`src/rtl/front_panel_jam_pkg.sv`:
```
// Shared encodings for the front-panel instruction jammer: panel op codes,
// FSM state constants and the default 8080 opcodes it feeds to the CPU.
package front_panel_jam_pkg;

  localparam logic [1:0] OP_RESET   = 2'b00;
  localparam logic [1:0] OP_EXAMINE = 2'b01;
  localparam logic [1:0] OP_EXNEXT  = 2'b10;
  localparam logic [1:0] OP_RSVD    = 2'b11;

  localparam logic [2:0] ST_IDLE = 3'd0;
  localparam logic [2:0] ST_SKIP = 3'd1;
  localparam logic [2:0] ST_OPC  = 3'd2;
  localparam logic [2:0] ST_OPND = 3'd3;
  localparam logic [2:0] ST_REL  = 3'd4;

  localparam logic [7:0] OPC_JMP_8080 = 8'hC3;
  localparam logic [7:0] OPC_NOP_8080 = 8'h00;

endpackage

```
`src/rtl/front_panel_jam_rd_edge_sync.sv`:
```
// Optional synchroniser on the CPU read strobe followed by a rising-edge
// detector; rd_rise is high for exactly one clk per rd assertion.
module front_panel_jam_rd_edge_sync #(
  parameter int SYNC_STAGES = 0
) (
  input  logic clk,
  input  logic reset_n,
  input  logic rd,
  output logic rd_rise
);

  logic rd_s;
  logic prev_rd;

  generate
    if (SYNC_STAGES == 0) begin : g_nosync
      assign rd_s = rd;
    end else begin : g_sync
      logic [SYNC_STAGES-1:0] sync_q;

      // NOTE: sequential state is always updated with non-blocking assignments
      // so every flop samples the pre-edge value of its neighbours.
      always_ff @(posedge clk or negedge reset_n) begin
        if (!reset_n) sync_q <= '0;
        else          sync_q <= SYNC_STAGES'({sync_q, rd});
      end

      assign rd_s = sync_q[SYNC_STAGES-1];
    end
  endgenerate

  always_ff @(posedge clk or negedge reset_n) begin
    if (!reset_n) prev_rd <= 1'b0;
    else          prev_rd <= rd_s;
  end

  assign rd_rise = rd_s & ~prev_rd;

endmodule

```
`src/rtl/front_panel_jam.sv`:
```
// Front-panel jammer: on a panel command it owns the CPU data-in path and
// feeds opcode + operand bytes on successive rd rising edges, then releases.
module front_panel_jam
  import front_panel_jam_pkg::*;
#(
  parameter int                 DATA_W      = 8,
  parameter int                 ADDR_W      = 16,
  parameter logic [DATA_W-1:0]  JMP_OPCODE  = DATA_W'(OPC_JMP_8080),
  parameter logic [DATA_W-1:0]  NOP_OPCODE  = DATA_W'(OPC_NOP_8080),
  parameter logic [ADDR_W-1:0]  RST_VECTOR  = '0,
  parameter int                 SKIP_RD     = 1,
  parameter int                 SYNC_STAGES = 0
) (
  input  logic              clk,
  input  logic              reset_n,
  input  logic              rd,
  input  logic              cmd_valid,
  input  logic [1:0]        cmd_op,
  input  logic [ADDR_W-1:0] cmd_addr,
  output logic              cmd_ready,
  output logic              cmd_err,
  output logic [DATA_W-1:0] data_out,
  output logic              jam_active,
  output logic              done
);

  localparam int NB    = ADDR_W / DATA_W;
  localparam int IDX_W = (NB > 1) ? $clog2(NB) : 1;
  localparam logic [2:0] FIRST_ST = (SKIP_RD > 0) ? ST_SKIP : ST_OPC;

  logic [2:0]        state;
  logic [1:0]        op_q;
  logic [ADDR_W-1:0] target;
  logic [1:0]        skip_cnt;
  logic [IDX_W-1:0]  idx;
  logic              rd_rise;
  logic              preempt;

  front_panel_jam_rd_edge_sync #(
    .SYNC_STAGES (SYNC_STAGES)
  ) u_rd_edge (
    .clk     (clk),
    .reset_n (reset_n),
    .rd      (rd),
    .rd_rise (rd_rise)
  );

  // A RESET command restarts any running sequence and swallows a coincident edge.
  assign preempt   = (state != ST_IDLE) && cmd_valid && (cmd_op == OP_RESET);
  assign cmd_ready = (state == ST_IDLE);

  always_ff @(posedge clk or negedge reset_n) begin
    if (!reset_n) begin
      state      <= ST_IDLE;
      op_q       <= OP_RESET;
      target     <= '0;
      skip_cnt   <= '0;
      idx        <= '0;
      data_out   <= '0;
      jam_active <= 1'b0;
      done       <= 1'b0;
      cmd_err    <= 1'b0;
    end else begin
      done    <= 1'b0;
      cmd_err <= 1'b0;

      if (preempt) begin
        op_q       <= OP_RESET;
        target     <= RST_VECTOR;
        skip_cnt   <= 2'(SKIP_RD);
        idx        <= '0;
        jam_active <= 1'b1;
        state      <= FIRST_ST;
      end else begin
        case (state)
          ST_IDLE: begin
            if (cmd_valid) begin
              if (cmd_op == OP_RSVD) begin
                cmd_err <= 1'b1;
              end else begin
                op_q       <= cmd_op;
                target     <= (cmd_op == OP_RESET) ? RST_VECTOR : cmd_addr;
                skip_cnt   <= 2'(SKIP_RD);
                idx        <= '0;
                jam_active <= 1'b1;
                state      <= FIRST_ST;
              end
            end
          end

          ST_SKIP: begin
            if (rd_rise) begin
              skip_cnt <= skip_cnt - 2'd1;
              if (skip_cnt == 2'd1) state <= ST_OPC;
            end
          end

          ST_OPC: begin
            if (rd_rise) begin
              idx <= '0;
              if (op_q == OP_EXNEXT) begin
                data_out <= NOP_OPCODE;
                state    <= ST_REL;
              end else begin
                data_out <= JMP_OPCODE;
                state    <= ST_OPND;
              end
            end
          end

          ST_OPND: begin
            if (rd_rise) begin
              data_out <= target[idx*DATA_W +: DATA_W];
              if (idx == IDX_W'(NB - 1)) state <= ST_REL;
              else                      idx   <= idx + 1'b1;
            end
          end

          ST_REL: begin
            if (rd_rise) begin
              jam_active <= 1'b0;
              done       <= 1'b1;
              state      <= ST_IDLE;
            end
          end

          default: state <= ST_IDLE;
        endcase
      end
    end
  end

endmodule

```
`config.mk`:
```
export PLATFORM = sky130hd
export DESIGN_NAME = front_panel_jam
export DESIGN_NICKNAME = d
export VERILOG_FILES = /design/src/rtl/front_panel_jam_pkg.sv /design/src/rtl/front_panel_jam_rd_edge_sync.sv /design/src/rtl/front_panel_jam.sv
export SDC_FILE = /design/constraint.sdc
export NUM_CORES = 1
export LEC_CHECK = 0
export ABC_AREA = 0
export ABC_CLOCK_PERIOD_IN_PS = 2300
export BUFFER_PORTS_ARGS = -buffer_cell sky130_fd_sc_hd__buf_2
export CORE_MARGIN = 2
export CORE_UTILIZATION = 40
export CTS_CLUSTER_DIAMETER = 30
export CTS_CLUSTER_SIZE = 20
export DETAILED_ROUTE_END_ITERATION = 16
export PLACE_DENSITY_LB_ADDON = 0.1
export SLEW_MARGIN = 15
export SYNTH_ARGS = -nofsm -noshare
export SYNTH_HDL_FRONTEND = slang
export SYNTH_SLANG_ARGS = --single-unit
```
`constraint.sdc`:
```
create_clock -name clk -period 2.3 [get_ports clk]
set_input_delay 0.23 -clock clk [delete_from_list [all_inputs] [get_ports clk]]
set_output_delay 0.23 -clock clk [all_outputs]
set_load 0.02 [all_outputs]
```
==> summary.md, run 1 <==
| Metric | Value |
|---|---|
| Outcome | finished clean |
| Comb power frac | 36.5% |
| Clock tree sinks | 36 |
| Ratio of routed vias to standard cells | 5.354 |
| Count of cells along the worst register-to-register path | 4 |
| DRC viols | 0 |
| Wire length of the first global-routing pass | 5892 microns |
| Net Sw Frac | 35.58% |
| Number of failing hold endpoints at the final stage | 0 |
| Seq pwr share | 42.3% |
| Maximum number of pins on one net before global-route repair | 37 |
| CP Max Fanout | 16 |
| Core outline area | 4058 sq um |
| Power density of the placed cells | 1262 nW/um^2 |
| Most area-hungry cell type in the Yosys netlist | dfrtp_1 |
| Start-to-end type of the worst setup path | register to register |
| Buffers on Ports | 33 |
| Vias after detailed routing | 1269 |
| Fin nets | 209 |
| Relative slew margins | 38.51% |
| Worst Setup SP | state[0] |
| Die ar. | 4812 sq um |
| Placement Rows | 23 |
| Clk slew on worst S/H paths | 0.07 ns |
| Clock period minus final worst setup slack | 1.949 ns |
| IO Count | 34 |
| Instance count of the mapped netlist | 154 |
| Switching power | 0.8957 mW |
| DR WL/cell | 14.36 microns |
| Hold Worst Slack | 0.02697 ns |
| Maximum clock skew at final layout | 0.008336 ns |
| Cells taking the most area after synthesis | dfrtp_1 53%, a22o_1 9.2%, mux2i_1 2.9% |
| Number of setup violations in the final report | 0 |
| Final max-slew violation count | 0 |
| Launch instance of the worst register-to-register path | state[0] |
| Endpoint of the most critical register-to-register path | state[0] |
| Final Routed Wirelength | 3403 microns |
| TritonCTS clock tree | built |
| CP arrival | 2.13 ns |
| Gr usage total | 15.41% |
| Worst endpoint required time | 2.48 ns |
| Initial DRC count | 75 |
| Height of the die | 69.37 microns |
| Layout area overhead | 16.76% |
| H-tree level count | 2 |
| Cell with the most instances after synthesis | dfrtp_1 |
| Final weighted congestion of routability-driven global placement | 0.7853 |
| Kind of start point of the critical path | register |
| Leakage dissipation | 0.9225 nW |
| Share of the synthesized area in the top cell type | 52.71% |
| Post-CTS Hold Fix Bufs | 0 |
| Source-to-sink clock delay at the later pin of the worst-skew pair | 0.29 ns |
| Number of maximum-capacitance constraint violations | 0 |
| Asr flop ratio synth | 100.0% |
| Path category of the worst min-delay check | primary input to async pin |
| Maximum count of clock buffers along a single path | 2 |
| Total global routing overflow | 0 |
| Main synth FF type | dfrtp_1 |
| Capturing element type of the critical path | register |
| Tightest Pin Transition | 0.9174 ns |
| Int Power | 1.622 mW |
| Detailed-placement wirelength estimate | 2511 microns |
| Number of setup buffers added after CTS | 0 |
| Unique masters post-synth | 41 |
| # diodes | 0 |
| Max Freq | 0.5131 GHz |
| R2R setup slack | 0.35 ns |
| Number of antenna violations at the first check in global routing | 0 |
| Residual antenna-violating net count after detailed routing | 0 |
| Total CTS buffers | 5 |
| Vias in the first global route | 1234 |
| Starting density of the core | 42.12% |
| Horizontal die dimension | 69.37 microns |
| Root buf cell | clkbuf_8 |
| Synthesized net count | 177 |
| Area of the mapped netlist | 1709 sq um |
| Post-synth top cells | 36 x dfrtp_1, 18 x a22o_1, 10 x nand2_1, 10 x nand3_1, 7 x nor2_1 |
| Final period util | 84.74% |
| Post-synthesis register bit count | 36 |
| Unrepaired setup endpoints after global routing | no |
| Synth Area per Inst | 11.10 sq um |
| Syn. warnings | 0 |
| Number of enable-type register cells in the synthesized netlist | 0 |
| Accumulated negative setup slack | 0 ns |
| Fill cell count | 390 |
| DR pass1 iterations | 4 |
| Post-cts repair resize count | 0 |
| Proportion of layout cells with a drive suffix above 1 | 28.34% |
| Largest vdd supply drop | 545.6 uV |
| Proportion of power drawn by the clock network | 21.2% |
| Sequential fraction of the synthesis area | 52.71% |
## routing by layer
layer	vias up	global-route usage (%)	part of all wire, %
li1	624	-	-
met1	598	21.86	51
met2	40	21.58	41
met3	7	4.506	5.7
met4	0	7.190	1.9
met5	-	0	0
## critical path, cell delays in order, from the launching register on
cell     delay [ns]
dfrtp_1        0.62
nor2_1         0.17
or4_1          0.58
a211o_1        0.31
and3_1         0.17
## cells in the final DEF, fill, tap and decap left out, drive strengths merged, types with 4 or more instances in the layout
master  Yosys  layout
inv         7       7
nand2b      4       4
clkbuf      3       6
a21oi       5       5
dfrtp      36      36
o21ai       6       6
mux2        4       4
o211ai      5       5
nand2      10      10
buf         6      34
o21a        4       4
a22o       18      18
nor2        9       9
nand3      10      10
mux2i       5       5
## state kept, by name, summed over array words and instances, names as in the netlist
signal / count
cmd_err: 1
data_out: 8
done: 1
idx: 1
jam_active: 1
op_q: 2
skip_cnt: 2
state: 3
target: 16
u_rd_edge.prev_rd: 1
## worst max path at each step
| stage | to | cells after the start |
|---|---|---|
| 2_1_floorplan | state[0] | 5 |
| 3_3_place_gp | state[0] | 4 |
| 3_5_place_dp | jam_active | 4 |
| 4_1_cts | jam_active | 4 |
| 5_1_grt | jam_active | 4 |
| 6_report | state[0] | 4 |
## layout make-up
cell class | count | area [sq um] | area share [%]
Multi-Input combinational cell | 102 | 725.7 | 36.36
Tap cell | 50 | 62.56 | 3.135
Clock inverter | 2 | 35.03 | 1.755
Clock buffer | 6 | 72.57 | 3.636
Sequential cell | 36 | 900.9 | 45.14
Inverter | 7 | 26.28 | 1.317
Timing Repair Buffer | 34 | 172.7 | 8.652
## power by group through the flow
stage	Clock, mW	Sequential [mW]	Combinational, mW
5_1_grt	0.579	1.11	1.03
4_1_cts	0.552	1.07	0.930
2_1_floorplan	0	1.10	0.660
6_report	0.533	1.07	0.919
3_3_place_gp	0	1.07	0.917
3_5_place_dp	0	1.08	0.927
## metrics by stage
stage / worst slack (ns) / cell area, sq um / util [%] / std cells / total power [mW]
finish: 0.3510 / 1996 / 49.18 / 237 / 2.518
global route: 0.2022 / 1996 / 49.18 / 237 / 2.711
CTS: 0.3860 / 1996 / 49.18 / 237 / 2.548
detailed placement: 0.3979 / 1888 / 46.53 / 229 / 2.004
global placement: 0.4310 / 1888 / 46.53 / 229 / 1.987
floorplan: 0.6217 / 1709 / - / 154 / 1.759
## logic make-up (layout without fill, tap and decap cells)
logic type,count (synthesis),in the layout,synth area share (%)
compound gates,45,45,20.65
xor+xnor,1,1,0.5125
fa+ha+maj,1,1,0.7319
buf+inv,16,49,4.831
flops,36,36,52.71
mux,9,9,5.564
simple gates,46,46,15.01
Power figures use the tool's default switching activity.
==> run 2: changes to the inputs <==
--- a/config.mk
+++ b/config.mk
@@ -5,8 +5,8 @@
 export SDC_FILE = /design/constraint.sdc
 export NUM_CORES = 1
 export LEC_CHECK = 0
-export ABC_AREA = 0
-export ABC_CLOCK_PERIOD_IN_PS = 2300
+export ABC_AREA = 1
+export ABC_CLOCK_PERIOD_IN_PS = 2000
 export BUFFER_PORTS_ARGS = -buffer_cell sky130_fd_sc_hd__buf_2
 export CORE_MARGIN = 2
 export CORE_UTILIZATION = 40
==> constraint.sdc (replaced) <==
create_clock -name clk -period 2 [get_ports clk]
set_input_delay 0.2 -clock clk [delete_from_list [all_inputs] [get_ports clk]]
set_output_delay 0.2 -clock clk [all_outputs]
set_load 0.02 [all_outputs]
==> summary.md, run 2 <==
| Metric | Value |
|---|---|
| Outcome | finished, violations left |
| Violations in the final reports | hold timing |
| CP Max Fanout | 12 (-4) |
| Clk slew on worst S/H paths | 0.07 ns (about the same) |
| Unique masters post-synth | 21 (-49%) |
| Most area-hungry cell type in the Yosys netlist | dfrtp_1 |
| Most common library cell in the layout ignoring fill and taps | nand2_1 |
| Post-CTS Hold Fix Bufs | 0 (unchanged) |
| Crit path max-delay family | simple AND/OR/NAND/NOR gates |
| Total placed cells including tap cells | 309 (+35%) |
| Ratio of routed vias to standard cells | 4.798 (-10%) |
| Die ar. | 5008 sq um (+4.1%) |
| Maximum clock skew at final layout | 0.006132 ns (-0.002204 ns) |
| Max Freq | 0.6756 GHz (+32%) |
| Clock period minus final worst setup slack | 1.480 ns (-0.4689 ns) |
| Maximum number of pins on one net before global-route repair | 37 (unchanged) |
| Syn. warnings | 0 (unchanged) |
| Fill cell count | 464 (+19%) |
| Root buf cell | clkbuf_8 |
| Tightest Pin Transition | 0.8103 ns (-0.1071 ns) |
| Capturing element type of the critical path | register |
| Number of failing hold endpoints at the final stage | 5 (+5) |
| Vias in the first global route | 1344 (+8.9%) |
| Total global routing overflow | 0 (unchanged) |
| Core outline area | 4324 sq um (+6.6%) |
| CP arrival | 1.67 ns (-0.46 ns) |
| Final Routed Wirelength | 3693 microns (+8.5%) |
| Path category of the worst min-delay check | primary input to async pin |
| Total CTS buffers | 5 (unchanged) |
| Biggest registers after layout | target: 16 flops, data_out: 8 flops, state: 3 flops |
| DR WL/cell | 11.65 microns (-19%) |
| H-tree level count | 2 (unchanged) |
| Share of the synthesized area in the top cell type | 50.53% (-2.2 points) |
| Unrepaired setup endpoints after global routing | no |
| Cell with the most instances after synthesis | nand2_1 |
| Vias after detailed routing | 1521 (+20%) |
| Largest vdd supply drop | 571.3 uV (+4.7%) |
| Start-to-end type of the worst setup path | register to register |
| Final max-slew violation count | 0 (unchanged) |
| Placement Rows | 24 (+4.3%) |
| Final weighted congestion of routability-driven global placement | 0.8238 (+4.9%) |
| Proportion of layout cells with a drive suffix above 1 | 21.51% (-6.8 points) |
| Initial DRC count | 50 (-33%) |
| Gr usage total | 15.84% (+0.44 points) |
| CP bufs+invs | 2 (+2) |
| Final instance count without filler cells | 317 (+34%) |
| Register ranked first by flip-flop count | target |
| Number of setup violations in the final report | 0 (unchanged) |
| Post-synth top cells | 71 x nand2_1, 36 x dfrtp_1, 22 x inv_1 |
| Leading cell types in the layout, fill and taps excluded | 71 x nand2_1, 36 x dfrtp_1, 33 x buf_2 |
| Post-cts repair resize count | 0 (unchanged) |
| Area of the mapped netlist | 1783 sq um (+4.3%) |
| DR pass1 iterations | 4 (unchanged) |
| Sequential fraction of the synthesis area | 50.53% (-2.2 points) |
| Source-to-sink clock delay at the later pin of the worst-skew pair | 0.29 ns (about the same) |
| Worst endpoint required time | 2.19 ns (-0.29 ns) |
| Maximum count of clock buffers along a single path | 2 (unchanged) |
| Cells along the critical path | inv_2 > nor2_2 > nand2_2 > nor2_2 > inv_1 > nand2_1 > nand2_1 |
| Height of the die | 70.77 microns (+2.0%) |
| Asr flop ratio synth | 100.0% (unchanged) |
| Slowest Stage Delay on Critical Path | 0.41 ns (-0.21 ns) |
| Final period util | 74.01% (-11 points) |
| Residual antenna-violating net count after detailed routing | 0 (unchanged) |
| Main synth FF type | dfrtp_1 |
| Post-synthesis register bit count | 36 (unchanged) |
| Accumulated negative setup slack | 0 ns (unchanged) |
| Starting density of the core | 41.23% (-0.89 points) |
| Leakage dissipation | 1.092 nW (+18%) |
| Synthesized net count | 254 (+44%) |
| Buffers on Ports | 33 (unchanged) |
| Number of enable-type register cells in the synthesized netlist | 0 (unchanged) |
| Area taken by flip-flops and latches | 900.9 sq um (unchanged) |
| DRC viols | 0 (unchanged) |
| Relative slew margins | 45.98% (+7.5 points) |
| Clock tree sinks | 36 (unchanged) |
| Layout area overhead | 16.84% (about the same) |
| Synth Area per Inst | 7.718 sq um (-30%) |
| IO Count | 34 (unchanged) |
| Number of flip-flops under the largest register name | 16 (unchanged) |
| Detailed-placement wirelength estimate | 2625 microns (+4.5%) |
| Fin nets | 287 (+37%) |
| Kind of start point of the critical path | register |
| Power density of the placed cells | 1520 nW/um^2 (+21%) |
| Number of antenna violations at the first check in global routing | 0 (unchanged) |
| Wire length of the first global-routing pass | 6161 microns (+4.6%) |
| # diodes | 0 (unchanged) |
| Instance count of the mapped netlist | 231 (+50%) |
| R2R setup slack | 0.52 ns (+0.17 ns) |
| Hold Worst Slack | -0.007699 ns (-0.03467 ns) |
| Number of setup buffers added after CTS | 0 (unchanged) |
| Horizontal die dimension | 70.77 microns (+2.0%) |
| Number of maximum-capacitance constraint violations | 0 (unchanged) |
| Max stage delay cell, worst path | dfrtp_1 |
| Multi-input logic area | 716.9 sq um (-1.2%) |
| TritonCTS clock tree | built |
| Cells taking the most area after synthesis | dfrtp_1 51%, nand2_1 15%, nand3_1 5.9% |
-- run 2: cell count changes after synthesis, moves of 6 or more --
cell,before,now
inv_1,6,22
nor2_1,7,15
a22o_1,18,0
nand2_1,10,71
o21ai_1,5,15
nand3_1,10,21
o21ai_0,0,17
inv_2,1,7
-- run 2: stage by stage --
stage / util [%] / worst slack, ns / power [mW] / hold slack, ns / cell area, sq um
2_1_floorplan: - / 0.6417 / 2.193 / -0.09559 / 1783
6_report: 48.18 / 0.5198 / 3.167 / -0.007699 / 2083
3_3_place_gp: 45.60 / 0.5710 / 2.527 / 0.3253 / 1972
5_1_grt: 48.18 / 0.3720 / 3.435 / 0.01293 / 2083
4_1_cts: 48.18 / 0.5102 / 3.197 / 0.01516 / 2083
3_5_place_dp: 45.60 / 0.5295 / 2.537 / 0.3247 / 1972
-- run 2: metal layers --
metal  GRT usage, %  part of all wire (%)  vias to the layer above
met2          21.70                    41                       45
met4          6.289                   1.8                        0
met5              0                     0                        -
met1          23.13                    52                      669
met3          5.271                   5.1                        7
li1               -                     -                      800
-- run 2: kinds of logic after synthesis --
family / count (synthesis) / synth area share, %
flops: 36 / 50.53
simple gates: 117 / 27.72
buf+inv: 38 / 9.263
fa+ha+maj: 1 / 0.7016
compound gates: 39 / 11.79
-- run 2: final cells by class --
class | count | area share, %
tap | 52 | 3.123
multi-input combinational | 157 | 34.41
timing repair buffer | 35 | 8.649
inverter | 29 | 5.225
sequential | 36 | 43.24
clock inverter | 3 | 2.042
clock buffer | 5 | 3.303
-- run 2: worst reg2reg max path: stages, from the launching register on --
cell and delay (ns):
dfrtp_1 0.41, inv_2 0.08, nor2_2 0.16, nand2_2 0.08, nor2_2 0.33, inv_1 0.17, nand2_1 0.10, nand2_1 0.05
-- run 2: path summary, 6_finish.rpt --
kind                             start                end  cells past startpoint
max                           state[1]        data_out[2]                      7
min                            reset_n           state[1]                      1
max reg2reg                   state[1]        data_out[2]                      7
min reg2reg                data_out[4]        data_out[4]                      2
max in group asynchronous      reset_n        skip_cnt[0]                      1
min in group clk                    rd  u_rd_edge.prev_rd                      1
-- run 2: report_power, final --
group	switching [mW]	internal, mW
Sequential	0.180	1.02
Clock	0.270	0.369
Combinational	0.864	0.461
